===== config.mk =====
export PLATFORM = sky130hd
export DESIGN_NAME = stream_capture_bram
export DESIGN_NICKNAME = d
export VERILOG_FILES = /design/src/rtl/stream_capture_bram.sv
export SDC_FILE = /design/constraint.sdc
export NUM_CORES = 1
export LEC_CHECK = 0
export ABC_AREA = 1
export ABC_CLOCK_PERIOD_IN_PS = 2500
export BUFFER_PORTS_ARGS = -buffer_cell sky130_fd_sc_hd__buf_4
export CAP_MARGIN = 20
export CORE_MARGIN = 3
export CORE_UTILIZATION = 50
export DETAILED_ROUTE_END_ITERATION = 7
export HOLD_SLACK_MARGIN = 0.1
export PLACE_DENSITY = 0.8
export SLEW_MARGIN = 25
export SYNTH_ARGS = -nofsm -noshare
export SYNTH_HDL_FRONTEND = slang
export SYNTH_SLANG_ARGS = --single-unit
export TNS_END_PERCENT = 5

===== constraint.sdc =====
create_clock -name clk -period 2.5 [get_ports clk]
set_clock_uncertainty 0.15 [all_clocks]
set_input_delay 0.5 -clock clk [delete_from_list [all_inputs] [get_ports clk]]
set_output_delay 0.5 -clock clk [all_outputs]
set_load 0.01 [all_outputs]

===== src/rtl/stream_capture_bram.sv =====
// Triggered capture of 32-bit stream beats into a block RAM via a native write port.
// Latency: a beat accepted in cycle N is written (EN/WE/ADDR/DIN registered) in cycle N+1.
// Backpressure: none; TREADY is !reset, beats outside the trigger cycle or CAPTURE are dropped.
module stream_capture_bram #(
    parameter int MEM_DEPTH = 2048
) (
    input  logic        clk,
    input  logic        reset,
    input  logic        fc_orbitSync,
    input  logic        cfg_arm,
    input  logic        cfg_abort,
    input  logic [1:0]  cfg_trig_mode,
    input  logic [3:0]  cfg_orbit_skip,
    input  logic [15:0] cfg_length,
    input  logic [31:0] s_axis_TDATA,
    input  logic        s_axis_TVALID,
    output logic        s_axis_TREADY,
    output logic        bram_CLK,
    output logic        bram_RST,
    output logic        bram_EN,
    output logic [3:0]  bram_WE,
    output logic [31:0] bram_ADDR,
    output logic [31:0] bram_DIN,
    output logic        busy,
    output logic        done,
    output logic [15:0] words_captured
);
    localparam int AW = $clog2(MEM_DEPTH);
    // One extra bit so the count and length can represent MEM_DEPTH itself.
    localparam int CW = AW + 1;

    typedef enum logic [1:0] {S_IDLE, S_ARMED, S_CAPTURE, S_DONE} state_t;

    state_t          state_q, state_d;
    logic [1:0]      mode_q, mode_d;
    logic [3:0]      skip_q, skip_d;
    logic [3:0]      skip_cnt_q, skip_cnt_d;
    logic [CW-1:0]   len_q, len_d;
    logic [CW-1:0]   wc_q, wc_d;
    logic            en_q, en_d;
    logic [3:0]      we_q, we_d;
    logic [AW-1:0]   addr_q, addr_d;
    logic [31:0]     din_q, din_d;
    logic            busy_q, busy_d;
    logic            done_q, done_d;
    logic            trig;
    logic            accept;
    logic [CW-1:0]   eff_len;

    // Next-state, trigger evaluation and write-port staging.
    always_comb begin
        state_d    = state_q;
        mode_d     = mode_q;
        skip_d     = skip_q;
        skip_cnt_d = skip_cnt_q;
        len_d      = len_q;
        wc_d       = wc_q;
        en_d       = 1'b0;
        we_d       = 4'h0;
        addr_d     = addr_q;
        din_d      = din_q;
        trig       = 1'b0;
        accept     = 1'b0;

        // Zero or oversize requests capture the whole RAM.
        if (cfg_length == 16'd0 || {16'd0, cfg_length} > 32'(MEM_DEPTH)) begin
            eff_len = CW'(MEM_DEPTH);
        end else begin
            eff_len = CW'(cfg_length);
        end

        case (state_q)
            S_IDLE, S_DONE: begin
                if (cfg_arm) begin
                    state_d    = S_ARMED;
                    mode_d     = cfg_trig_mode;
                    skip_d     = cfg_orbit_skip;
                    len_d      = eff_len;
                    wc_d       = '0;
                    skip_cnt_d = '0;
                end
            end
            S_ARMED: begin
                case (mode_q)
                    2'd1: begin
                        if (fc_orbitSync) begin
                            if (skip_cnt_q == skip_q) begin
                                trig = 1'b1;
                            end else begin
                                skip_cnt_d = skip_cnt_q + 4'd1;
                            end
                        end
                    end
                    2'd2:    trig = s_axis_TVALID && (s_axis_TDATA != 32'd0);
                    default: trig = 1'b1;
                endcase
                if (trig) begin
                    state_d = S_CAPTURE;
                    accept  = s_axis_TVALID;
                end
            end
            S_CAPTURE: accept = s_axis_TVALID;
            default:   state_d = S_IDLE;
        endcase

        if (accept) begin
            en_d   = 1'b1;
            we_d   = 4'hF;
            addr_d = wc_q[AW-1:0];
            din_d  = s_axis_TDATA;
            wc_d   = wc_q + CW'(1);
            if (wc_d == len_q) begin
                state_d = S_DONE;
            end
        end

        // Abort overrides arm and suppresses this cycle's write; the count is kept.
        if (cfg_abort) begin
            state_d    = S_IDLE;
            en_d       = 1'b0;
            we_d       = 4'h0;
            addr_d     = addr_q;
            din_d      = din_q;
            wc_d       = wc_q;
            skip_cnt_d = skip_cnt_q;
        end

        busy_d = (state_d == S_ARMED) || (state_d == S_CAPTURE);
        done_d = (state_d == S_DONE);
    end

    // State and registered outputs, synchronous reset.
    always_ff @(posedge clk) begin
        if (reset) begin
            state_q    <= S_IDLE;
            mode_q     <= 2'd0;
            skip_q     <= 4'd0;
            skip_cnt_q <= 4'd0;
            len_q      <= '0;
            wc_q       <= '0;
            en_q       <= 1'b0;
            we_q       <= 4'h0;
            addr_q     <= '0;
            din_q      <= 32'd0;
            busy_q     <= 1'b0;
            done_q     <= 1'b0;
        end else begin
            state_q    <= state_d;
            mode_q     <= mode_d;
            skip_q     <= skip_d;
            skip_cnt_q <= skip_cnt_d;
            len_q      <= len_d;
            wc_q       <= wc_d;
            en_q       <= en_d;
            we_q       <= we_d;
            addr_q     <= addr_d;
            din_q      <= din_d;
            busy_q     <= busy_d;
            done_q     <= done_d;
        end
    end

    assign s_axis_TREADY  = !reset;
    assign bram_CLK       = clk;
    assign bram_RST       = reset;
    assign bram_EN        = en_q;
    assign bram_WE        = we_q;
    assign bram_ADDR      = {{(30 - AW){1'b0}}, addr_q, 2'b00};
    assign bram_DIN       = din_q;
    assign busy           = busy_q;
    assign done           = done_q;
    assign words_captured = 16'(wc_q);
endmodule


==> reports/qor.txt, run 1 <==
total leakage power: 2.39 nW
vias after detailed routing: 4510
gate count of the mapped netlist: 624
Crit-path slowest cell: dfxtp_4
Hold WS: 0.133 ns
share of synthesized area occupied by flip-flops and latches: 0.385
Avg Inst Size Synth: 6.84 sq um
data arrival time at the worst-slack endpoint: 2.54 ns
share of total power in combinational logic: 0.112
worst hold path depth: 3
DP Area: 0.00519 sq mm
post-route standard cell area excluding fillers: 0.00552 sq mm
dominant cell by count in the synthesized netlist: nand2_1
multi-input combinational cell area: 0.00221 sq mm
fill cell total of the finished layout: 706
Commonest cells post-synth: nand2_1 (168), dfxtp_1 (82), a21oi_1 (66)
worst path bufs/invs: 4
library cell with the largest summed area after synthesis: dfxtp_1
worst hold path type: input port to register
number of nets in the layout: 812
Place WS: 0.124 ns
total stage count of the critical path: 14
Pre-Repair DR Iteration Count: 5
fraction of power spent switching nets: 0.264
async set-or-reset flop fraction in the synthesized netlist: 0
critical path class: register to register
met2 wire len: 5.74 mm
post-synth top area share: 0.385
highest net fanout along the worst path: 11
height of the die: 98.4 microns
Required @ worst endpoint: 2.70 ns
uppermost layer routed: met4
Buffers on Ports: 124
Cell Pwr Density: 507 mW/mm^2
sequential cell area in the final layout: 0.00165 sq mm
cell area after synthesis: 0.00427 sq mm
core box area: 0.00826 sq mm
Vias/cell: 5.28
clock tree from TritonCTS: yes
endpoint type of the worst setup path: register
clock slew seen by the registers of the worst setup and hold paths: 0.09 ns
Yosys warning count: 0
drt first-iter violations: 172
final antenna diode count: 0
drt drc: 0
cell chain of the critical path: buf_6, inv_1, o21ai_0, nand2_1, or2_2, nand3_1, nor2_2, nand2_1, o21ai_1, nand2_1, inv_1, ha_1, inv_1, nor2_1
PnR Total Power: 2.80 mW
count of final hold-check violations: 0
worst voltage drop across the vdd grid: 0.373 mV
number of core rows: 33
clock latency on the worst-skew pair: 0.46 ns
DIE WIDTH: 98.4 microns
net switching component of the power: 0.738 mW
DRT antenna net count: 0
dominant register cell in the synthesized netlist: dfxtp_1
Worst path max stage delay: 0.38 ns
number of global-route vias before repair: 4051
average routed wire per standard cell: 13.5 microns
shortest clock period the worst path allows after layout: 2.34 ns
total wire length: 11.5 mm
global-route wire length before repair: 18.4 mm
post-route met1 wirelength: 4.76 mm
number of synthesized register bits: 82
Final setup viols: 0
Max Cap Violations: 0
I/O pin total: 150
largest cells by area after synthesis: dfxtp_1 (38%), nand2_1 (15%), a21oi_1 (7.7%), nand4_1 (7.2%), buf_4 (5.6%)
number of synthesized flops with an enable pin: 0
Netlist cell types: 28
initial standard-cell utilization of the core: 0.517
sequential share of power: 0.476
Met3 Wirelength: 739 microns
area delta synth->final: 29.4%
Die ar.: 0.00967 sq mm
maximum frequency from static timing analysis: 428 MHz
period utilisation layout: 0.935
HPWL reported at the end of detailed placement: 8.33 mm
Setup crit start kind: register
count of final max-slew check failures: 0
run status: complete, no violations
final worst-path setup slack: 0.163 ns
maximum number of pins on one net before global-route repair: 44
dominant delay contributor by cell family on the critical path: simple AND/OR/NAND/NOR gates
initial antenna violation count: 0
share of layout cells above drive strength 1: 0.256
remaining global-route overflow: 0
routability congestion estimate from global placement: 0.846
global router's overall resource usage: 0.230
number of cells on the worst reg-to-reg path: 14
Clock power frac: 0.412
internal power: 2.06 mW
-- flip-flops by register name, indices dropped and copies added, names as in the netlist, 2 cells and up --
register / flops
wc_q: 12
skip_cnt_q: 4
bram_DIN: 32
skip_q: 4
mode_q: 2
len_q: 12
addr_q: 11
state_q: 2
-- power groups by stage --
| stage | logic [mW] | clock network, mW | registers, mW |
|---|---|---|---|
| 2_1_floorplan | 0.202 | 0.0330 | 1.36 |
| 3_3_place_gp | 0.301 | 0.0330 | 1.36 |
| 3_5_place_dp | 0.308 | 0.0330 | 1.36 |
| 4_1_cts | 0.309 | 1.16 | 1.33 |
| 5_1_grt | 0.353 | 1.23 | 1.34 |
| 6_report | 0.314 | 1.15 | 1.33 |
-- worst register-to-register path: stages (launching register included) --
cell and delay [ns]:
dfxtp_4 0.38, buf_6 0.15, inv_1 0.10, o21ai_0 0.25
nand2_1 0.10, or2_2 0.28, nand3_1 0.10, nor2_2 0.05
nand2_1 0.08, o21ai_1 0.08, nand2_1 0.10, inv_1 0.06
ha_1 0.28, inv_1 0.06, nor2_1 0.03
-- cell type report --
class                   count  area share
clock buffers              15      0.0345
well taps                 105      0.0238
inverters                  51      0.0347
multi-input cells         452       0.400
clock inverters             5      0.0109
flip-flops and latches     82       0.300
repair buffers            144       0.197
-- cells by family after synthesis --
logic type      share of synthesized area
xor+xnor                          0.00411
buf+inv                             0.131
compound gates                      0.109
other cells                      0.000879
fa+ha+maj                          0.0235
simple gates                        0.347
flops                               0.385
-- layer usage --
layer  track usage  up-vias
met5             0        -
met4         0.108        0
met3        0.0479       27
met2         0.382      156
met1         0.284     2086
li1              -     2241
-- layout by cell type (no fill, tap or decap), types with 3 or more instances in the layout --
master,synthesis,layout
inv_2,3,3
clkbuf_8,0,13
o21ai_0,16,16
conb_1,1,25
nor3_1,3,3
nand3b_1,5,5
nor2_4,2,6
nand2_1,168,166
o21ai_1,3,3
ha_1,8,7
nand4_1,49,49
buf_4,32,144
a21oi_1,66,66
nor2_1,50,46
or2_2,4,4
inv_1,48,48
dfxtp_1,82,74
dfxtp_2,0,7
nand3_1,40,40
-- per-stage QoR --
| stage | util | cells | setup TNS, ns |
|---|---|---|---|
| 4_1_cts | 0.658 | 851 | 0 |
| 3_3_place_gp | 0.629 | 832 | 0 |
| 6_report | 0.668 | 854 | 0 |
| 2_1_floorplan | - | 648 | 0 |
| 3_5_place_dp | 0.629 | 832 | 0 |
| 5_1_grt | 0.668 | 854 | -0.0386 |
-- timing repair --
item	4_1_cts	5_1_grt
setup buffers	0	3
setup endpoints to repair	0	2
resized for setup	0	21
hold buffers	0	0
endpoints found under the hold margin	0	0
-- path summary, 6_finish.rpt --
check	start	endpoint	slack [ns]
max	wc_q[0]$_SDFFE_PP0P_	busy$_SDFF_PP0_	0.16
min	cfg_length[11]	len_q[11]$_SDFFE_PP0P_	0.13
max reg2reg	wc_q[0]$_SDFFE_PP0P_	busy$_SDFF_PP0_	0.16
min reg2reg	bram_DIN[11]$_SDFFE_PP0P_	bram_DIN[11]$_SDFFE_PP0P_	0.32
Power figures use the tool's default switching activity.
==> run 2, diff against run 1 <==
Settings changed: CORE_MARGIN 3 to 1.5, GPL_ROUTABILITY_DRIVEN from default to 0.
==> run 2 against run 1 <==
  * Fmax is 2.1% lower
  * Power up 6.3%
  * Clock-buffer cell count decreased by 1
  * Register-to-register slack worse by 0.05 ns
  * Sequential cell count is the same
  * Wire length up 2.3%
  * Combinational power about the same
  * Non-clock buffer count grew 1
==> reports/qor.txt, run 2 (synthesis results as in run 1) <==
average routed wire per standard cell: 13.7 microns (+2.2%)
share of layout cells above drive strength 1: 0.256 (-0.000342)
Endpoint, Worst Hold: len_q[11]$_SDFFE_PP0P_
area delta synth->final: 31.0%
maximum number of pins on one net before global-route repair: 37 (-16%)
Reg2Reg Launch Point: wc_q[0]$_SDFFE_PP0P_
Cell Pwr Density: 533 mW/mm^2 (+5.1%)
commonest cells after routing, fill and taps aside: nand2_1 (165), buf_4 (144), dfxtp_1 (76), a21oi_1 (66), nand4_1 (49)
worst hold path type: input port to register
Setup crit start kind: register
Register-to-Register Setup Slack: 0.11 ns (-0.05 ns)
clock slew seen by the registers of the worst setup and hold paths: 0.09 ns (about the same)
worst voltage drop across the vdd grid: 0.381 mV (+2.3%)
number of global-route vias before repair: 4097 (+1.1%)
global-route wire length before repair: 18.2 mm (-0.97%)
setup_tns: 0 ns (unchanged)
shortest clock period the worst path allows after layout: 2.39 ns (+0.0498 ns)
global router's overall resource usage: 0.255 (+0.0256)
Max Cap Violations: 0 (unchanged)
count of final hold-check violations: 0 (unchanged)
max reg flops: 32 (unchanged)
drt first-iter violations: 264 (+53%)
Required @ worst endpoint: 2.69 ns (about the same)
DIE WIDTH: 95.4 microns (-3.1%)
Hold-fix buffers, CTS: 0 (unchanged)
critical path class: register to register
height of the die: 95.4 microns (-3.1%)
commonest non-fill, non-tap cell in the layout: nand2_1
remaining global-route overflow: 0 (unchanged)
drt drc: 0 (unchanged)
core box area: 0.00826 sq mm (unchanged)
Final setup viols: 0 (unchanged)
startpoint of the most critical hold path: cfg_length[11]
I/O pin total: 150 (unchanged)
Vias/cell: 5.29 (about the same)
clock tree from TritonCTS: yes
Die ar.: 0.00909 sq mm (-6.0%)
total wire length: 11.8 mm (+2.3%)
DRT antenna net count: 0 (unchanged)
number of core rows: 33 (unchanged)
clock latency on the worst-skew pair: 0.46 ns (about the same)
PnR Total Power: 2.98 mW (+6.3%)
final antenna diode count: 0 (unchanged)
number of cells on the worst reg-to-reg path: 18 (+4)
vias after detailed routing: 4519 (+0.20%)
data arrival time at the worst-slack endpoint: 2.58 ns (+0.04 ns)
count of final max-slew check failures: 0 (unchanged)
final worst-path setup slack: 0.113 ns (-0.0498 ns)
initial antenna violation count: 0 (unchanged)
total leakage power: 2.42 nW (+1.3%)
fill cell total of the finished layout: 731 (+3.5%)
Place WS: 0.0909 ns (-0.0330 ns)
endpoint type of the worst setup path: register
number of nets in the layout: 813 (+0.12%)
Core Util, Final: 0.677 (+0.00803)
Hold WS: 0.114 ns (-0.0197 ns)
run status: complete, no violations
Pre-Repair DR Iteration Count: 4 (-1)
endpoint of the lowest-slack register-to-register path: busy$_SDFF_PP0_
HPWL reported at the end of detailed placement: 8.41 mm (+1.0%)
worst hold path depth: 3 (unchanged)
Buffers on Ports: 124 (unchanged)
initial standard-cell utilization of the core: 0.517 (unchanged)
period utilisation layout: 0.955 (+0.0199)
highest net fanout along the worst path: 5 (-6)
maximum frequency from static timing analysis: 419 MHz (-2.1%)
run 2: layout make-up:
| type | instances | area (sq um) | share of cell area |
|---|---|---|---|
| clock inverters | 6 | 115 | 0.0206 |
| flip-flops and latches | 82 | 1650 | 0.296 |
| inverters | 51 | 195 | 0.0349 |
| well taps | 105 | 131 | 0.0235 |
| repair buffers | 145 | 1110 | 0.199 |
| clock buffers | 14 | 176 | 0.0316 |
| multi-input cells | 452 | 2200 | 0.394 |
run 2: worst max-delay path, cell delays in order (launching register included):
cell	delay (ns)
dfxtp_4	0.38
ha_4	0.15
nand2_2	0.07
nor2_4	0.16
nand2_1	0.06
nand2_1	0.09
inv_1	0.07
nand2_1	0.06
nand2_1	0.04
nor2_1	0.08
nand2_1	0.06
nor2_1	0.11
nand2_1	0.10
o21ai_1	0.14
nand2_1	0.10
inv_1	0.09
ha_1	0.24
inv_1	0.06
nor2_1	0.03
run 2: how the worst max path moves through the flow:
stage	startpoint	endpoint	cells past startpoint
finish	wc_q[0]$_SDFFE_PP0P_	busy$_SDFF_PP0_	18
global route	wc_q[4]$_SDFFE_PP0P_	busy$_SDFF_PP0_	15
CTS	wc_q[4]$_SDFFE_PP0P_	busy$_SDFF_PP0_	15
detailed placement	s_axis_TDATA[27]	wc_q[5]$_SDFFE_PP0P_	14
global placement	s_axis_TDATA[27]	busy$_SDFF_PP0_	16
floorplan	wc_q[1]$_SDFFE_PP0P_	busy$_SDFF_PP0_	18
run 2: per-layer routing:
metal	global-route usage	vias to the layer above	wire, microns
met5	0	-	0
met4	0.124	0	306
met2	0.429	164	5830
li1	-	2240	-
met3	0.0518	32	687
met1	0.309	2083	4930
run 2: repair_timing:
item                       in CTS  in global routing
buffers inserted                0                  5
gates resized for setup         0                 22
setup endpoints to repair       0                  2
run 2: through the flow:
stage | std cells | cell area [sq um]
after floorplan | 648 | 4360
after global placement | 831 | 5200
after detailed placement | 831 | 5200
after CTS | 850 | 5480
after global routing | 855 | 5590
final | 855 | 5590
run 2: power by group:
group,internal (mW),total (mW),switching (mW),leakage [nW]
combinational,0.124,0.317,0.193,1.61
clock,0.789,1.33,0.538,0.143
sequential,1.32,1.33,0.0111,0.666
==> run 3, diff against run 2 <==
Settings changed: PLACE_DENSITY 0.8 to 0.86.
==> run 3 against run 2 <==
  * Worst setup slack improved by 0.023 ns
  * Combinational power barely moved
  * Fmax rose by 0.98%
  * Power fell by 4.6%
  * Wire length fell by 1.1%
  * Critical endpoint unchanged
  * Highest routed layer unchanged
==> reports/qor.txt, run 3 (synthesis results as in run 1) <==
drt first-iter violations: 268 (+1.5%)
post-route standard cell area excluding fillers: 0.00551 sq mm (-1.3%)
Reg2Reg Launch Point: wc_q[0]$_SDFFE_PP0P_
Pre-Repair DR Iteration Count: 5 (+1)
number of global-route vias before repair: 4042 (-1.3%)
fill cell total of the finished layout: 710 (-2.9%)
count of final max-slew check failures: 0 (unchanged)
vias after detailed routing: 4546 (+0.60%)
Worst path max stage delay: 0.36 ns (-0.02 ns)
placed cells: 830 (-0.12%)
drt drc: 0 (unchanged)
data arrival time at the worst-slack endpoint: 2.57 ns (about the same)
commonest non-fill, non-tap cell in the layout: nand2_1
cell chain of the critical path: ha_2, nand2_2, nor2_4, buf_4, nand3b_1, nand2_1, nand2_1, nand2_1, nand3_1, nor2_1, nand2_1, o21ai_2, nand2_1, inv_1, ha_1, inv_1, nor2_1
total wire length: 11.6 mm (-1.1%)
final antenna diode count: 0 (unchanged)
height of the die: 95.4 microns (unchanged)
I/O pin total: 150 (unchanged)
Setup crit start kind: register
Final setup viols: 0 (unchanged)
commonest cells after routing, fill and taps aside: nand2_1 (165), buf_4 (141), dfxtp_1 (75), a21oi_1 (66), nand4_1 (49)
period utilisation layout: 0.945 (-0.00930)
number of core rows: 33 (unchanged)
Worst path most repeated cell: nand2_1
Required @ worst endpoint: 2.71 ns (+0.02 ns)
share of layout cells above drive strength 1: 0.256 (-0.000311)
number of cells on the worst reg-to-reg path: 17 (-1)
Hold-fix buffers, CTS: 0 (unchanged)
maximum number of pins on one net before global-route repair: 44 (+19%)
Hold WS: 0.119 ns (+0.00506 ns)
endpoint type of the worst setup path: register
highest net fanout along the worst path: 4 (-1)
worst hold path type: input port to register
shortest clock period the worst path allows after layout: 2.36 ns (-0.0233 ns)
Max Cap Violations: 0 (unchanged)
area delta synth->final: 29.2%
DIE WIDTH: 95.4 microns (unchanged)
max reg flops: 32 (unchanged)
Vias/cell: 5.34 (+0.95%)
maximum frequency from static timing analysis: 423 MHz (+0.98%)
HPWL reported at the end of detailed placement: 8.25 mm (-1.9%)
Register-to-Register Setup Slack: 0.14 ns (+0.02 ns)
clock latency on the worst-skew pair: 0.47 ns (about the same)
Cell Pwr Density: 515 mW/mm^2 (-3.3%)
startpoint of the most critical hold path: cfg_length[11]
global router's overall resource usage: 0.253 (-0.00273)
DRT antenna net count: 0 (unchanged)
initial standard-cell utilization of the core: 0.517 (unchanged)
number of nets in the layout: 810 (-0.37%)
DP Area: 0.00519 sq mm (-0.14%)
clock tree from TritonCTS: yes
count of final hold-check violations: 0 (unchanged)
total leakage power: 2.40 nW (-1.1%)
clock slew seen by the registers of the worst setup and hold paths: 0.09 ns (about the same)
post-layout instance count excluding filler cells: 852 (-0.35%)
Endpoint, Worst Hold: len_q[11]$_SDFFE_PP0P_
sequential cell area in the final layout: 0.00165 sq mm (about the same)
average routed wire per standard cell: 13.6 microns (-0.79%)
Crit-path slowest cell: dfxtp_2
Die ar.: 0.00909 sq mm (unchanged)
Buffers on Ports: 124 (unchanged)
run status: complete, no violations
worst hold path depth: 3 (unchanged)
endpoint of the lowest-slack register-to-register path: busy$_SDFF_PP0_
multi-input combinational cell area: 0.00219 sq mm (-0.45%)
global-route wire length before repair: 18.1 mm (-0.83%)
core box area: 0.00826 sq mm (unchanged)
worst voltage drop across the vdd grid: 0.398 mV (+4.3%)
remaining global-route overflow: 0 (unchanged)
critical path class: register to register
initial antenna violation count: 0 (unchanged)
## run 3: cell count changes in the layout (fill, tap and decap cells not counted), moves of 2 or more
cell,delta
bufinv_16,-2
o21ai_1,-3
o21ai_2,+2
clkbuf_8,+2
nand3_2,-2
nand3_1,+2
buf_4,-3
dfxtp_2,+2
## run 3: worst max-delay path by stage
stage / from / end / slack (ns) / cells after the start
detailed placement: s_axis_TDATA[6] / wc_q[6]$_SDFFE_PP0P_ / 0.12 / 14
CTS: wc_q[4]$_SDFFE_PP0P_ / busy$_SDFF_PP0_ / 0.13 / 17
floorplan: wc_q[1]$_SDFFE_PP0P_ / busy$_SDFF_PP0_ / 0.25 / 18
finish: wc_q[0]$_SDFFE_PP0P_ / busy$_SDFF_PP0_ / 0.14 / 17
global route: wc_q[0]$_SDFFE_PP0P_ / busy$_SDFF_PP0_ / -0.03 / 18
global placement: wc_q[4]$_SDFFE_PP0P_ / busy$_SDFF_PP0_ / 0.19 / 15
## run 3: timing repair
action                                  in CTS  in global routing
buffers inserted                             0                  3
endpoints found under the setup margin       0                  2
gates resized for setup                      0                 18
hold endpoints to repair                     0                  0
## run 3: critical path, delay by kind of cell, from the launching register on
kind,cells,cell delay (ns)
buffers and inverters,3,0.25
adders and majority gates,2,0.41
DFF,1,0.36
and+or+nand+nor,11,0.93
AOI/OAI and AO/OA,1,0.14
## run 3: area by class of cell
| class | instances | area share |
|---|---|---|
| repair buffers | 142 | 0.196 |
| flip-flops and latches | 82 | 0.299 |
| clock buffers | 15 | 0.0363 |
| inverters | 51 | 0.0347 |
| clock inverters | 5 | 0.0114 |
| multi-input cells | 452 | 0.398 |
| well taps | 105 | 0.0238 |
## run 3: metal layers
metal	up-vias	wire length, microns	share of wire	GRT usage
met1	2090	4930	0.42	0.316
li1	2249	-	-	-
met4	0	210	0.018	0.116
met5	-	0	0	0
met3	22	791	0.068	0.0630
met2	185	5680	0.49	0.407
## run 3: through the flow
stage / worst slack, ns / TNS [ns] / utilization / power [mW]
after detailed placement: 0.116 / 0 / 0.628 / 1.71
after global routing: -0.0286 / -0.0470 / 0.667 / 2.95
final: 0.137 / 0 / 0.667 / 2.84
after global placement: 0.189 / 0 / 0.628 / 1.70
after floorplan: 0.247 / 0 / - / 1.60
after CTS: 0.129 / 0 / 0.659 / 2.84
## run 3: report_power, final
group          total [mW]  switching (mW)  leakage (nW)  internal, mW
clock                1.19           0.547         0.128         0.641
sequential           1.33          0.0113         0.666          1.32
combinational       0.318           0.194          1.60         0.124
